--- src/rtl/mux_pkg.sv ---
`default_nettype none
// ============================================================================
//  Module      : mux_pkg
//  Description : Shared types and helpers for the N-way selector pipeline.
//  Revision    : 1.0 - initial release
// ============================================================================
package mux_pkg;

    localparam int MAX_N = 16;

    typedef enum logic [1:0] {
        EMPTY = 2'd0,
        ONE   = 2'd1,
        FULL  = 2'd2
    } skid_state_t;

    // Select width for an n-way selector, never narrower than one bit.
    function automatic int sel_width(input int n);
        int w;
        w = $clog2(n);
        return (w < 1) ? 1 : w;
    endfunction

endpackage
`default_nettype wire

--- src/rtl/mux_nx_comb.sv ---
`default_nettype none
// ============================================================================
//  Module      : mux_nx_comb
//  Description : Purely combinational N:1 WIDTH-bit selector with range flag.
//  Revision    : 1.0 - initial release
// ============================================================================
module mux_nx_comb
    import mux_pkg::*;
#(
    parameter  int WIDTH = 32,
    parameter  int N     = 4,
    localparam int SELW  = sel_width(N)
) (
    input  logic [N*WIDTH-1:0] i_data,
    input  logic [SELW-1:0]    i_sel,
    output logic [WIDTH-1:0]   o_data,
    output logic               o_err
);

    // Unmatched selects fall through to zero data with the error flag set.
    always_comb begin
        o_data = '0;
        o_err  = 1'b1;
        for (int k = 0; k < N; k++) begin
            if (i_sel == SELW'(k)) begin
                o_data = i_data[k*WIDTH +: WIDTH];
                o_err  = 1'b0;
            end
        end
    end

endmodule
`default_nettype wire

--- src/rtl/mux_nx_pipe.sv ---
`default_nettype none
// ============================================================================
//  Module      : mux_nx_pipe
//  Description : N-way selector feeding a two-entry skid-buffered output stage.
//  Revision    : 1.0 - initial release
// ============================================================================
module mux_nx_pipe
    import mux_pkg::*;
#(
    parameter  int WIDTH = 32,
    parameter  int N     = 4,
    localparam int SELW  = sel_width(N)
) (
    input  logic               clk,
    input  logic               rst,
    input  logic [N*WIDTH-1:0] in_data,
    input  logic [SELW-1:0]    in_sel,
    input  logic               in_valid,
    output logic               in_ready,
    output logic [WIDTH-1:0]   out_data,
    output logic [SELW-1:0]    out_sel,
    output logic               out_err,
    output logic               out_valid,
    input  logic               out_ready
);

    generate
        if (N < 2 || N > MAX_N) begin : g_bad_n
            $error("mux_nx_pipe: N must be in 2..16");
        end
    endgenerate

    logic [WIDTH-1:0] w_sel_data;
    logic             w_sel_err;
    logic             w_acc;
    logic             w_pop;

    skid_state_t      r_state;
    logic             r_in_ready;
    logic             r_out_valid;
    logic [WIDTH-1:0] r_m_data;
    logic [SELW-1:0]  r_m_sel;
    logic             r_m_err;
    logic [WIDTH-1:0] r_s_data;
    logic [SELW-1:0]  r_s_sel;
    logic             r_s_err;

    mux_nx_comb #(
        .WIDTH (WIDTH),
        .N     (N)
    ) u_sel (
        .i_data (in_data),
        .i_sel  (in_sel),
        .o_data (w_sel_data),
        .o_err  (w_sel_err)
    );

    assign w_acc = in_valid && r_in_ready;
    assign w_pop = r_out_valid && out_ready;

    // Handshake flags are registered alongside the state so that neither
    // ready nor valid has a combinational path from the opposite side.
    always_ff @(posedge clk or posedge rst) begin
        if (rst) begin
            r_state     <= EMPTY;
            r_in_ready  <= 1'b1;
            r_out_valid <= 1'b0;
            r_m_data    <= '0;
            r_m_sel     <= '0;
            r_m_err     <= 1'b0;
            r_s_data    <= '0;
            r_s_sel     <= '0;
            r_s_err     <= 1'b0;
        end else begin
            case (r_state)
                EMPTY: begin
                    if (w_acc) begin
                        r_m_data    <= w_sel_data;
                        r_m_sel     <= in_sel;
                        r_m_err     <= w_sel_err;
                        r_out_valid <= 1'b1;
                        r_state     <= ONE;
                    end
                end
                ONE: begin
                    if (w_acc && !w_pop) begin
                        r_s_data   <= w_sel_data;
                        r_s_sel    <= in_sel;
                        r_s_err    <= w_sel_err;
                        r_in_ready <= 1'b0;
                        r_state    <= FULL;
                    end else if (w_acc && w_pop) begin
                        r_m_data <= w_sel_data;
                        r_m_sel  <= in_sel;
                        r_m_err  <= w_sel_err;
                    end else if (w_pop) begin
                        r_out_valid <= 1'b0;
                        r_state     <= EMPTY;
                    end
                end
                FULL: begin
                    if (w_pop) begin
                        r_m_data   <= r_s_data;
                        r_m_sel    <= r_s_sel;
                        r_m_err    <= r_s_err;
                        r_in_ready <= 1'b1;
                        r_state    <= ONE;
                    end
                end
                default: begin
                    r_state     <= EMPTY;
                    r_in_ready  <= 1'b1;
                    r_out_valid <= 1'b0;
                end
            endcase
        end
    end

    assign in_ready  = r_in_ready;
    assign out_valid = r_out_valid;
    assign out_data  = r_m_data;
    assign out_sel   = r_m_sel;
    assign out_err   = r_m_err;

endmodule
`default_nettype wire

--- config.mk ---
export PLATFORM = sky130hd
export DESIGN_NAME = mux_nx_pipe
export DESIGN_NICKNAME = d
export VERILOG_FILES = /design/src/rtl/mux_pkg.sv /design/src/rtl/mux_nx_comb.sv /design/src/rtl/mux_nx_pipe.sv
export SDC_FILE = /design/constraint.sdc
export NUM_CORES = 1
export LEC_CHECK = 0
export ABC_AREA = 1
export CORE_UTILIZATION = 48
export CTS_BUF_LIST = sky130_fd_sc_hd__clkbuf_8
export DETAILED_ROUTE_END_ITERATION = 8
export PLACE_DENSITY = 0.88
export SYNTH_ARGS = -nofsm -noshare
export SYNTH_HDL_FRONTEND = slang
export SYNTH_SLANG_ARGS = --single-unit
--- constraint.sdc ---
create_clock -name clk -period 5.45 [get_ports clk]
set_input_delay 1.635 -clock clk [delete_from_list [all_inputs] [get_ports clk]]
set_output_delay 1.635 -clock clk [all_outputs]
set_load 0.01 [all_outputs]
After elaboration in Yosys (flattened, before gate mapping)
Cells that the tools add are included.

word-level totals
  register bits after elaboration = 74
  output and inout port bits = 37
  word-level logic and storage cells = 75

cells by class
  eq/ne operators = 14
  multiplexer cells = 37
  bitwise gates (word level) = 2
  reductions and logical operators = 13

operator list
  cell                                                 number
  2-to-1 mux 32 bit                                    8
  case mux 32 bit (3 select lines)                     1
  2-to-1 mux 2 bit                                     9
  2-to-1 mux 1 bit                                     14
  != test 2 bit, second input constant                 7
  case mux 2 bit (3 select lines)                      2
  AND reduction 5 bit                                  2
  case mux 1 bit (3 select lines)                      3
  equality test 2 bit, second input constant           3
  != test 3 bit, second input constant                 2
  equality test 2 x 1 -> 1 bit, second input constant  2
  logical AND 1 bit                                    4
  zero test 2 bit                                      2
  AND reduction 4 bit                                  1
  AND reduction 3 bit                                  1
  nonzero test 3 bit                                   1
  NOT 1 bit                                            2
  AND reduction 2 bit                                  1
  zero test 1 bit                                      1

Logic depth before layout (Yosys ltp)
Gate-level depths: netlist of the first run.

  depth in word-level cells = 8
  gate-level depth with buffers = 9
  mapped depth without buffers = 7

Hierarchy
A second synthesis of the first run with hierarchy kept.

second synthesis, totals
  cells, all modules = 634
  area total of the unflattened synthesis = 4414.2 um2

by module, submodules not included
  module       times used  cells an instance  area each (um2)
  mux_nx_pipe  1           446                3434.5
  mux_nx_comb  1           188                979.7

Worst setup path before layout of the first run
OpenSTA, ideal clock, no wires.

  path type = input port to flip-flop
  start point = input port in_valid
  end point = register r_s_sel[0]
  arrival time = 2.468 ns
  data required time = 5.330 ns
  slack = 2.862 ns
  stages = 7
  cells stage by stage = nand2_1 > nor2_2 > nand3_2 > buf_2 > buf_6 > nand2_1 > o21ai_2

between the ends
  word-level cells in the longest chain between the ends = 3

ends and longest elaborated chain
  what                                  line               RTL
  from (decl)                           mux_nx_pipe.sv:18  input logic in_valid,
  logical AND 1 bit                     mux_nx_pipe.sv:58  assign w_acc = in_valid && r_in_ready;
  logical AND 1 bit                     mux_nx_pipe.sv:86  if (w_acc && !w_pop) begin
  AND reduction 2 bit (no source line)  --
  to (signal assigned)                  mux_nx_pipe.sv:88  r_s_sel <= in_sel;
  to (decl)                             mux_nx_pipe.sv:45  logic [SELW-1:0] r_s_sel;

Every way passes these cells.
A chain may end at the register's enable or synchronous reset.

Worst setup path in the final report of the first run
  start point = input port in_sel[1]
  end point = register r_m_data[17] (netlist: out_data[17])

between the ends
  word-level cells in the longest chain between the ends = 8
  elaborated cells on any way between the ends = 12
  those cells by class = eq/ne: 3; mux: 8; reduce/logical: 1

ends and longest elaborated chain
  what                                line                RTL
  from (decl)                         mux_nx_pipe.sv:17   input logic [SELW-1:0] in_sel,
  zero test 2 bit                     mux_nx_comb.sv:25   if (i_sel == SELW'(k)) begin
  2-to-1 mux 32 bit (3 in a row)      mux_nx_comb.sv:25
  2-to-1 mux 32 bit *                 mux_nx_comb.sv:25
  2-to-1 mux 32 bit                   mux_nx_pipe.sv:92   end else if (w_acc && w_pop) begin
  2-to-1 mux 32 bit                   mux_nx_pipe.sv:86
  case mux 32 bit (3 select lines) *  mux_nx_pipe.sv:75   case (r_state)
  to (signal assigned)                mux_nx_pipe.sv:78   r_m_data <= w_sel_data;
  to (signal assigned)                mux_nx_pipe.sv:93   r_m_data <= w_sel_data;
  to (signal assigned)                mux_nx_pipe.sv:103  r_m_data <= r_s_data;
  to (decl)                           mux_nx_pipe.sv:41   logic [WIDTH-1:0] r_m_data;

Every way passes the cells marked *; elsewhere a longest branch is shown, timed or not. The select of a mux whose other input is x is not followed.

==> results of run 1 <==
[logic make-up (layout without fill, tap and decap cells)]
group,count (synthesis),in the layout,share of synthesized area [%]
AOI/OAI and AO/OA,76,76,9.65
buffers and inverters,52,201,6.01
DFF,74,74,43.8
and+or+nand+nor,409,409,40.5
[worst min-delay path by stage]
| stage | startpoint | end | cells past startpoint |
|---|---|---|---|
| after CTS | out_data[29] | out_data[29] | 2 |
| after global placement | out_data[0] | out_data[0] | 2 |
| after floorplan | r_s_err | out_err | 2 |
| after detailed placement | out_data[7] | out_data[7] | 2 |
| after global routing | out_data[7] | out_data[7] | 2 |
| final | out_data[29] | out_data[29] | 2 |
[through the flow]
stage          hold WS (ns)  power, mW
3_3_place_gp          0.462      0.740
2_1_floorplan         0.449      0.631
5_1_grt               0.502       1.31
4_1_cts               0.484       1.27
6_report              0.480       1.26
3_5_place_dp          0.465      0.744
[power by group]
| group | total, mW | internal, mW | switching, mW | leakage [nW] |
|---|---|---|---|---|
| registers | 0.549 | 0.549 | 0 | 1.02 |
| clock network | 0.528 | 0.328 | 0.200 | 0.127 |
| logic | 0.185 | 0.107 | 0.0774 | 1.56 |
| total | 1.26 | 0.984 | 0.277 | 2.71 |
[synthesized netlist by cell type]
| master | number |
|---|---|
| inv_2 | 1 |
| nor2_1 | 65 |
| nand2_1 | 242 |
| nand3_2 | 1 |
| o211ai_1 | 1 |
| a21oi_4 | 1 |
| nand2_2 | 2 |
| buf_4 | 7 |
| buf_6 | 2 |
| dfstp_2 | 1 |
| o31ai_1 | 2 |
| buf_2 | 14 |
| inv_1 | 9 |
| nor2_2 | 3 |
| o21ai_1 | 14 |
| dfrtp_1 | 73 |
| a31oi_1 | 1 |
| clkbuf_1 | 19 |
| nand3_1 | 64 |
| or2_2 | 29 |
| o21ai_0 | 55 |
| or2_0 | 3 |
| o21ai_2 | 2 |
[state kept, by name, summed over array words and instances, names as in the netlist]
name / flops
in_ready: 1
out_valid: 1
r_state: 2
out_sel: 2
r_s_err: 1
r_s_sel: 2
out_data: 32
out_err: 1
r_s_data: 32
[layout make-up]
class                           instances  area, µm²
Fill cell                             665       2250
Clock inverter                          5        101
Tap cell                              105        131
Sequential cell                        74       1850
Clock buffer                           11        151
Inverter                               10       37.5
Multi-Input combinational cell        485       2120
Timing Repair Buffer                  175       1730
[tightest hold or removal path: stages, from the launching register on]
cell     delay, ns
dfrtp_1       0.34
nand2_1       0.05
nand2_1       0.05
[metal layers]
layer | track usage [%] | up-vias | routed length (µm)
li1 | - | 2223 | -
met4 | 8.58 | 0 | 181
met5 | 0 | - | 0
met2 | 49.2 | 176 | 6300
met3 | 7.19 | 23 | 913
met1 | 35.0 | 2103 | 5150
==> results.toml, run 1 <==
[clock_network]
clock_latency_ns = 0.36
clkTransAtPathRegs_ns = 0.07
cts_root_buf = "clkbuf_8"
clock-sinks = 74
numCtsBuffers = 9
cts_buffer_depth = 2
cts_tree = "built"
htreeDepth = 3
post_cts_buffers = 0
cts-resized-gates = 0
cts_hold_buf = 0

[timing]
tns_ns = 0
fin_ws_ns = 1.78
slew_violations = 0
skew_ns = 0.0123
fmax_ghz = 0.273
period_share_pct = 67.3
relSlewSlack_pct = 17.7
rsz0062_at_grt = "no"
min_period_ns = 3.67
tightest_slew_ns = 1.23
setup_violations = 0
finalHoldViolCount = 0

[route]
routed_via_density = 5.23
vias = 4525
finalWirelength_um = 12500
wl_per_cell_um = 14.5
drt_iter0_markers = 291
drc = 0
dr.pass1.iters = 5
postRouteAntennaNets = 0

[yosys]
synth_cells = 611
ys_ff_latch = 74
avgSynthCellArea_um2 = 6.92
yosys.area.top_type = "dfrtp_1"
ys.warnings.count = 0
netlist_area_um2 = 4230
yosys.area.top_type_share_pct = 43.2
yosysUniqueCellTypes = 23
yosysSeqAreaShare_pct = 43.8
synth_area_leaders = "dfrtp_1 (43%), nand2_1 (21%), nand3_1 (7.6%)"
syn_nets = 745

[critical_path]
reg2reg_to = "out_sel[1]"
r2r_start = "r_state[0]"
startpoint = "in_sel[1]"
slowest_stage = "clkdlybuf4s50_1"
cpPeakStageDelay_ns = 0.95
rr_worst_depth = 8
crit_arrival_ns = 3.91
critical_path_cell_count = 7
path_max_fanout = 32
critPathBufInv = 1
critical-path-top-delay-family = "simple AND/OR/NAND/NOR gates"
cp.required_ns = 5.69
endpoint = "out_data[17]"
worstSetupEndpointType = "flip-flop"
path_class = "in -> reg"
crit_chain = "clkdlybuf4s50_1, nand2_2, or2_2, nand2_1, nand2_1, nand2_1, nand2_1"
r2r_slack_ns = 2.36
crit_path_frequent_cell = "nand2_1"
start_kind = "input port"

[layout]
design_area_um2 = 6130
layout_commonest_cell = "nand2_1"
final_cell_mix = "nand2_1 (242), clkdlybuf4s50_1 (169), dfrtp_1 (73)"
fin_nets = 889
n_antenna_cell = 0
fin_cells = 865
area_delta_synth_final_pct = 45.0
drive_gt1_share_pct = 8.16
postLayoutCoreUtil_pct = 73.1

[global_route]
overflow = 0
grt_pass1_wl_um = 20200
grt_start_max_net_pins = 70
grtUsageTotal_pct = 28.5
grt_pass1_vias = 4333
antenna_found_initial = 0

[placed_design]
dp_hpwl_um = 8610
place_inst = 849
dp_slack_ns = 1.46
place_congestion = 0.784
place_area_um2 = 5880
io_buffers = 170

[floorplan]
core_area_um2 = 8380
die_w_um = 95.9
dieHeight_um = 95.9
rows = 33
die_area_um2 = 9190
initial_utilization_pct = 50.5
io_pins = 171

[power]
p_leak_nw = 2.71
vdd_ir_drop_max_mv = 0.121
cellPowerDensity_nw_per_um2 = 206

[min_path]
hold_class = "reg -> reg"

[status]
status = "finished, final reports clean"

[job]
drv_cap = 0
Note: power is estimated with default switching activity, not from simulation.
==> run 2, diff against run 1 <==
CORE_UTILIZATION = 45   (was 48)
PLACE_DENSITY = 0.83   (was 0.88)
clock period = 3.4 ns   (was 5.45 ns; I/O delays follow)
==> results.toml, run 2 (synthesis gave the netlist of run 1 again) <==
[layout]
nFillCells = 756
fin_cells = 874
drive_gt1_share_pct = 8.52
fin_nets = 892
n_antenna_cell = 0
area_delta_synth_final_pct = 45.5
final_cell_mix = "nand2_1 (242), clkdlybuf4s50_1 (169), dfrtp_1 (73)"
layout_commonest_cell = "nand2_1"

[clock_network]
cts_hold_buf = 0
clkTransAtPathRegs_ns = 0.08
htreeDepth = 3
cts_root_buf = "clkbuf_8"
cts_tree = "built"
post_cts_buffers = 0
cts_buffer_depth = 2
numCtsBuffers = 9
cts-resized-gates = 0
clock-sinks = 74
clock_latency_ns = 0.35

[floorplan]
rows = 35
io_pins = 171
die_w_um = 98.9
dieHeight_um = 98.9
core_area_um2 = 9150
initial_utilization_pct = 46.2
die_area_um2 = 9790

[timing]
tightest_slew_ns = 0.817
hold_ws_ns = 0.481
period_share_pct = 72.6
tns_ns = 0
fmax_ghz = 0.405
relSlewSlack_pct = 45.5
finalHoldViolCount = 0
rsz0062_at_grt = "no"
min_period_ns = 2.47
setup_violations = 0
slew_violations = 0
skew_ns = 0.0113

[placed_design]
place_inst = 858
place_congestion = 0.782
io_buffers = 170
dp_hpwl_um = 8580

[route]
drc = 0
finalWirelength_um = 12200
drt_iter0_markers = 200
routed_via_density = 5.08
vias = 4442
postRouteAntennaNets = 0
dr.pass1.iters = 4
wl_per_cell_um = 14.0

[job]
drv_cap = 0

[critical_path]
path_max_fanout = 32
start_kind = "input port"
path_class = "in -> reg"
cp.required_ns = 3.64
rr_worst_depth = 8
crit_arrival_ns = 2.71
worstSetupEndpointType = "flip-flop"

[global_route]
antenna_found_initial = 0
grtUsageTotal_pct = 25.9
grt_pass1_wl_um = 20000
overflow = 0
grt_start_max_net_pins = 70
grt_pass1_vias = 4217

[power]
p_leak_nw = 2.72
cellPowerDensity_nw_per_um2 = 302
vdd_ir_drop_max_mv = 0.178

[min_path]
hold_class = "reg -> reg"
hold-path-cell-count = 2

[status]
status = "finished, final reports clean"
## run 2: report_power, final
part | total (mW) | internal (mW) | switching (mW)
Combinational | 0.300 | 0.177 | 0.123
Clock | 0.677 | 0.337 | 0.339
Sequential | 0.879 | 0.879 | 0
Total | 1.86 | 1.39 | 0.463
## run 2: path summary, 6_finish.rpt
check,endpoint,slack [ns],startpoint
worst max-delay path,out_data[19],0.93,in_sel[1]
worst min-delay path,out_err,0.48,r_s_err
worst max register to register,out_sel[1],1.35,r_state[0]
worst min register to register,out_err,0.48,r_s_err
max in group asynchronous,out_data[3],1.74,rst
min in group asynchronous,out_data[0],1.02,rst
## run 2: layer usage
metal / GRT usage, % / share of wire (%)
met1: 33.0 / 43
met5: 0 / 0
met4: 8.84 / 1.5
met3: 4.54 / 5.6
met2: 44.4 / 50
## run 2: metrics by stage
stage / power (mW) / cell area, µm² / utilization (%) / setup slack [ns]
floorplan: 1.01 / 4230 / - / 0.500
CTS: 1.87 / 6150 / 67.2 / 0.909
global route: 1.93 / 6150 / 67.2 / 0.756
finish: 1.86 / 6150 / 67.2 / 0.930
global placement: 1.19 / 5960 / 65.1 / 0.556
detailed placement: 1.20 / 5960 / 65.1 / 0.537
## run 2: final cells by class
cell class,count,area (µm²),share of cell area (%)
flip-flops and latches,74,1850,30.1
multi-input cells,485,2120,34.5
well taps,111,139,2.26
clock buffers,9,124,2.01
inverters,10,38.8,0.630
clock inverters,7,71.3,1.16
repair buffers,178,1810,29.4
## run 2: worst max-delay path, stage by stage
cell             delay (ns)
clkdlybuf4s50_1        0.58
nand2_2                0.38
or2_2                  0.42
nand2_1                0.09
nand2_1                0.05
nand2_1                0.09
nand2_1                0.06
==> run 3, diff against run 2 <==
CORE_UTILIZATION = 41   (was 45)
PLACE_DENSITY = 0.8   (was 0.83)
clock period = 2.1 ns   (was 3.4 ns; I/O delays follow)
==> results.toml, run 3 (synthesis gave the netlist of run 1 again) <==
[status]
status = "finished, final reports clean"

[placed_design]
dp_hpwl_um = 9190
place_congestion = 0.823
io_buffers = 170
place_area_um2 = 6160
place_inst = 893

[critical_path]
r2r_slack_ns = 0.50
critical_path_cell_count = 1
slowest_stage = "clkdlybuf4s50_1"
critPathBufInv = 1
reg2reg_to = "r_s_data[17]"
worstSetupEndpointType = "output pin"
crit_arrival_ns = 1.31
critical-path-top-delay-family = "buffers and inverters"
start_kind = "flip-flop"
path_max_fanout = 2
cp.required_ns = 1.47
r2r_start = "in_ready"
rr_worst_depth = 5
crit_chain = "clkdlybuf4s50_1"
path_class = "reg -> out"
cpPeakStageDelay_ns = 0.61

[floorplan]
initial_utilization_pct = 42.9
die_area_um2 = 10700
dieHeight_um = 104
core_area_um2 = 9860
rows = 36
io_pins = 171
die_w_um = 104

[global_route]
grt_pass1_vias = 4588
overflow = 0
grt_start_max_net_pins = 70
grtUsageTotal_pct = 24.3
grt_pass1_wl_um = 21000
antenna_found_initial = 0

[layout]
fin_cells = 909
n_antenna_cell = 0
design_area_um2 = 6400
fin_nets = 905
area_delta_synth_final_pct = 51.3
drive_gt1_share_pct = 9.92
layout_commonest_cell = "nand2_1"
final_cell_mix = "nand2_1 (242), clkdlybuf4s50_1 (168), dfrtp_1 (73)"

[min_path]
hold-path-endpoint = "out_err"
hold-path-cell-count = 2
min_from = "r_s_err"
hold_class = "reg -> reg"

[route]
routed_via_density = 5.03
postRouteAntennaNets = 0
finalWirelength_um = 12500
vias = 4571
dr.pass1.iters = 5
drt_iter0_markers = 250
drc = 0
wl_per_cell_um = 13.8

[clock_network]
cts_buffer_depth = 2
cts_tree = "built"
numCtsBuffers = 9
clock_latency_ns = 0.34
post_cts_buffers = 0
clkTransAtPathRegs_ns = 0.07
htreeDepth = 3
cts_hold_buf = 0
clock-sinks = 74
cts_root_buf = "clkbuf_8"

[timing]
finalHoldViolCount = 0
rsz0062_at_grt = "no"
relSlewSlack_pct = 72.2
tightest_slew_ns = 0.418
fmax_ghz = 0.516
slew_violations = 0
period_share_pct = 92.3
skew_ns = 0.0127
setup_violations = 0
min_period_ns = 1.94

[power]
cellPowerDensity_nw_per_um2 = 507
total_power_mw = 3.25
vdd_ir_drop_max_mv = 0.302
p_leak_nw = 2.86

[job]
drv_cap = 0
==> run 3: cell types whose count changed in the layout (fill, tap and decap cells not counted) <==
cell,previous run,this run
clkinvlp_4,2,1
buf_4,4,11
clkdlybuf4s50_1,169,168
bufinv_16,1,3
clkinv_2,2,1
buf_12,4,10
dlymetal6s2s_1,0,1
inv_1,9,10
clkinv_4,2,1
==> run 3: final cells by class <==
cell class	count	area [µm²]
clock inverters	7	111
well taps	133	166
repair buffers	191	1980
flip-flops and latches	74	1850
clock buffers	9	124
fillers	832	3460
multi-input cells	485	2120
inverters	10	41.3
==> run 3: what timing repair did <==
| item | 4_1_cts | 5_1_grt |
|---|---|---|
| setup endpoints to repair | 0 | 1 |
| gates resized for setup | 0 | 1 |
| hold endpoints to repair | 0 | 0 |
==> run 3: tightest hold or removal path, stage by stage, from the launching register on <==
cell and delay, ns:
dfrtp_1 0.34, nand2_1 0.05, nand2_1 0.05
==> run 3: power breakdown <==
part	internal, mW	total, mW	switching, mW
logic	0.308	0.512	0.205
registers	1.42	1.42	0
clock network	0.781	1.31	0.529
total	2.51	3.25	0.733
==> run 3: per-stage QoR <==
| step | util [%] | hold WS [ns] | worst slack (ns) | setup TNS [ns] |
|---|---|---|---|---|
| 2_1_floorplan | - | 0.449 | 0.517 | 0 |
| 3_3_place_gp | 62.5 | 0.461 | -0.0439 | -0.139 |
| 3_5_place_dp | 62.5 | 0.462 | -0.0671 | -1.47 |
| 4_1_cts | 64.9 | 0.479 | 0.0247 | 0 |
| 5_1_grt | 64.9 | 0.509 | 0.113 | 0 |
| 6_report | 64.9 | 0.475 | 0.162 | 0 |
==> run 3: worst max-delay path by stage <==
stage,slack (ns),start,endpoint
global placement,-0.04,in_sel[1],r_s_data[15]
floorplan,0.52,in_valid,r_s_sel[0]
global route,0.11,in_sel[1],r_s_data[18]
CTS,0.02,in_ready,in_ready
finish,0.16,out_data[3],out_data[3]
detailed placement,-0.07,in_sel[1],r_s_data[6]
==> run 3: layer usage <==
metal | global-route usage (%) | wire length (µm) | up-vias
met5 | 0 | 0 | -
met4 | 9.21 | 226 | 0
met3 | 4.09 | 705 | 18
li1 | - | - | 2258
met1 | 29.8 | 5290 | 2144
met2 | 42.6 | 6300 | 151
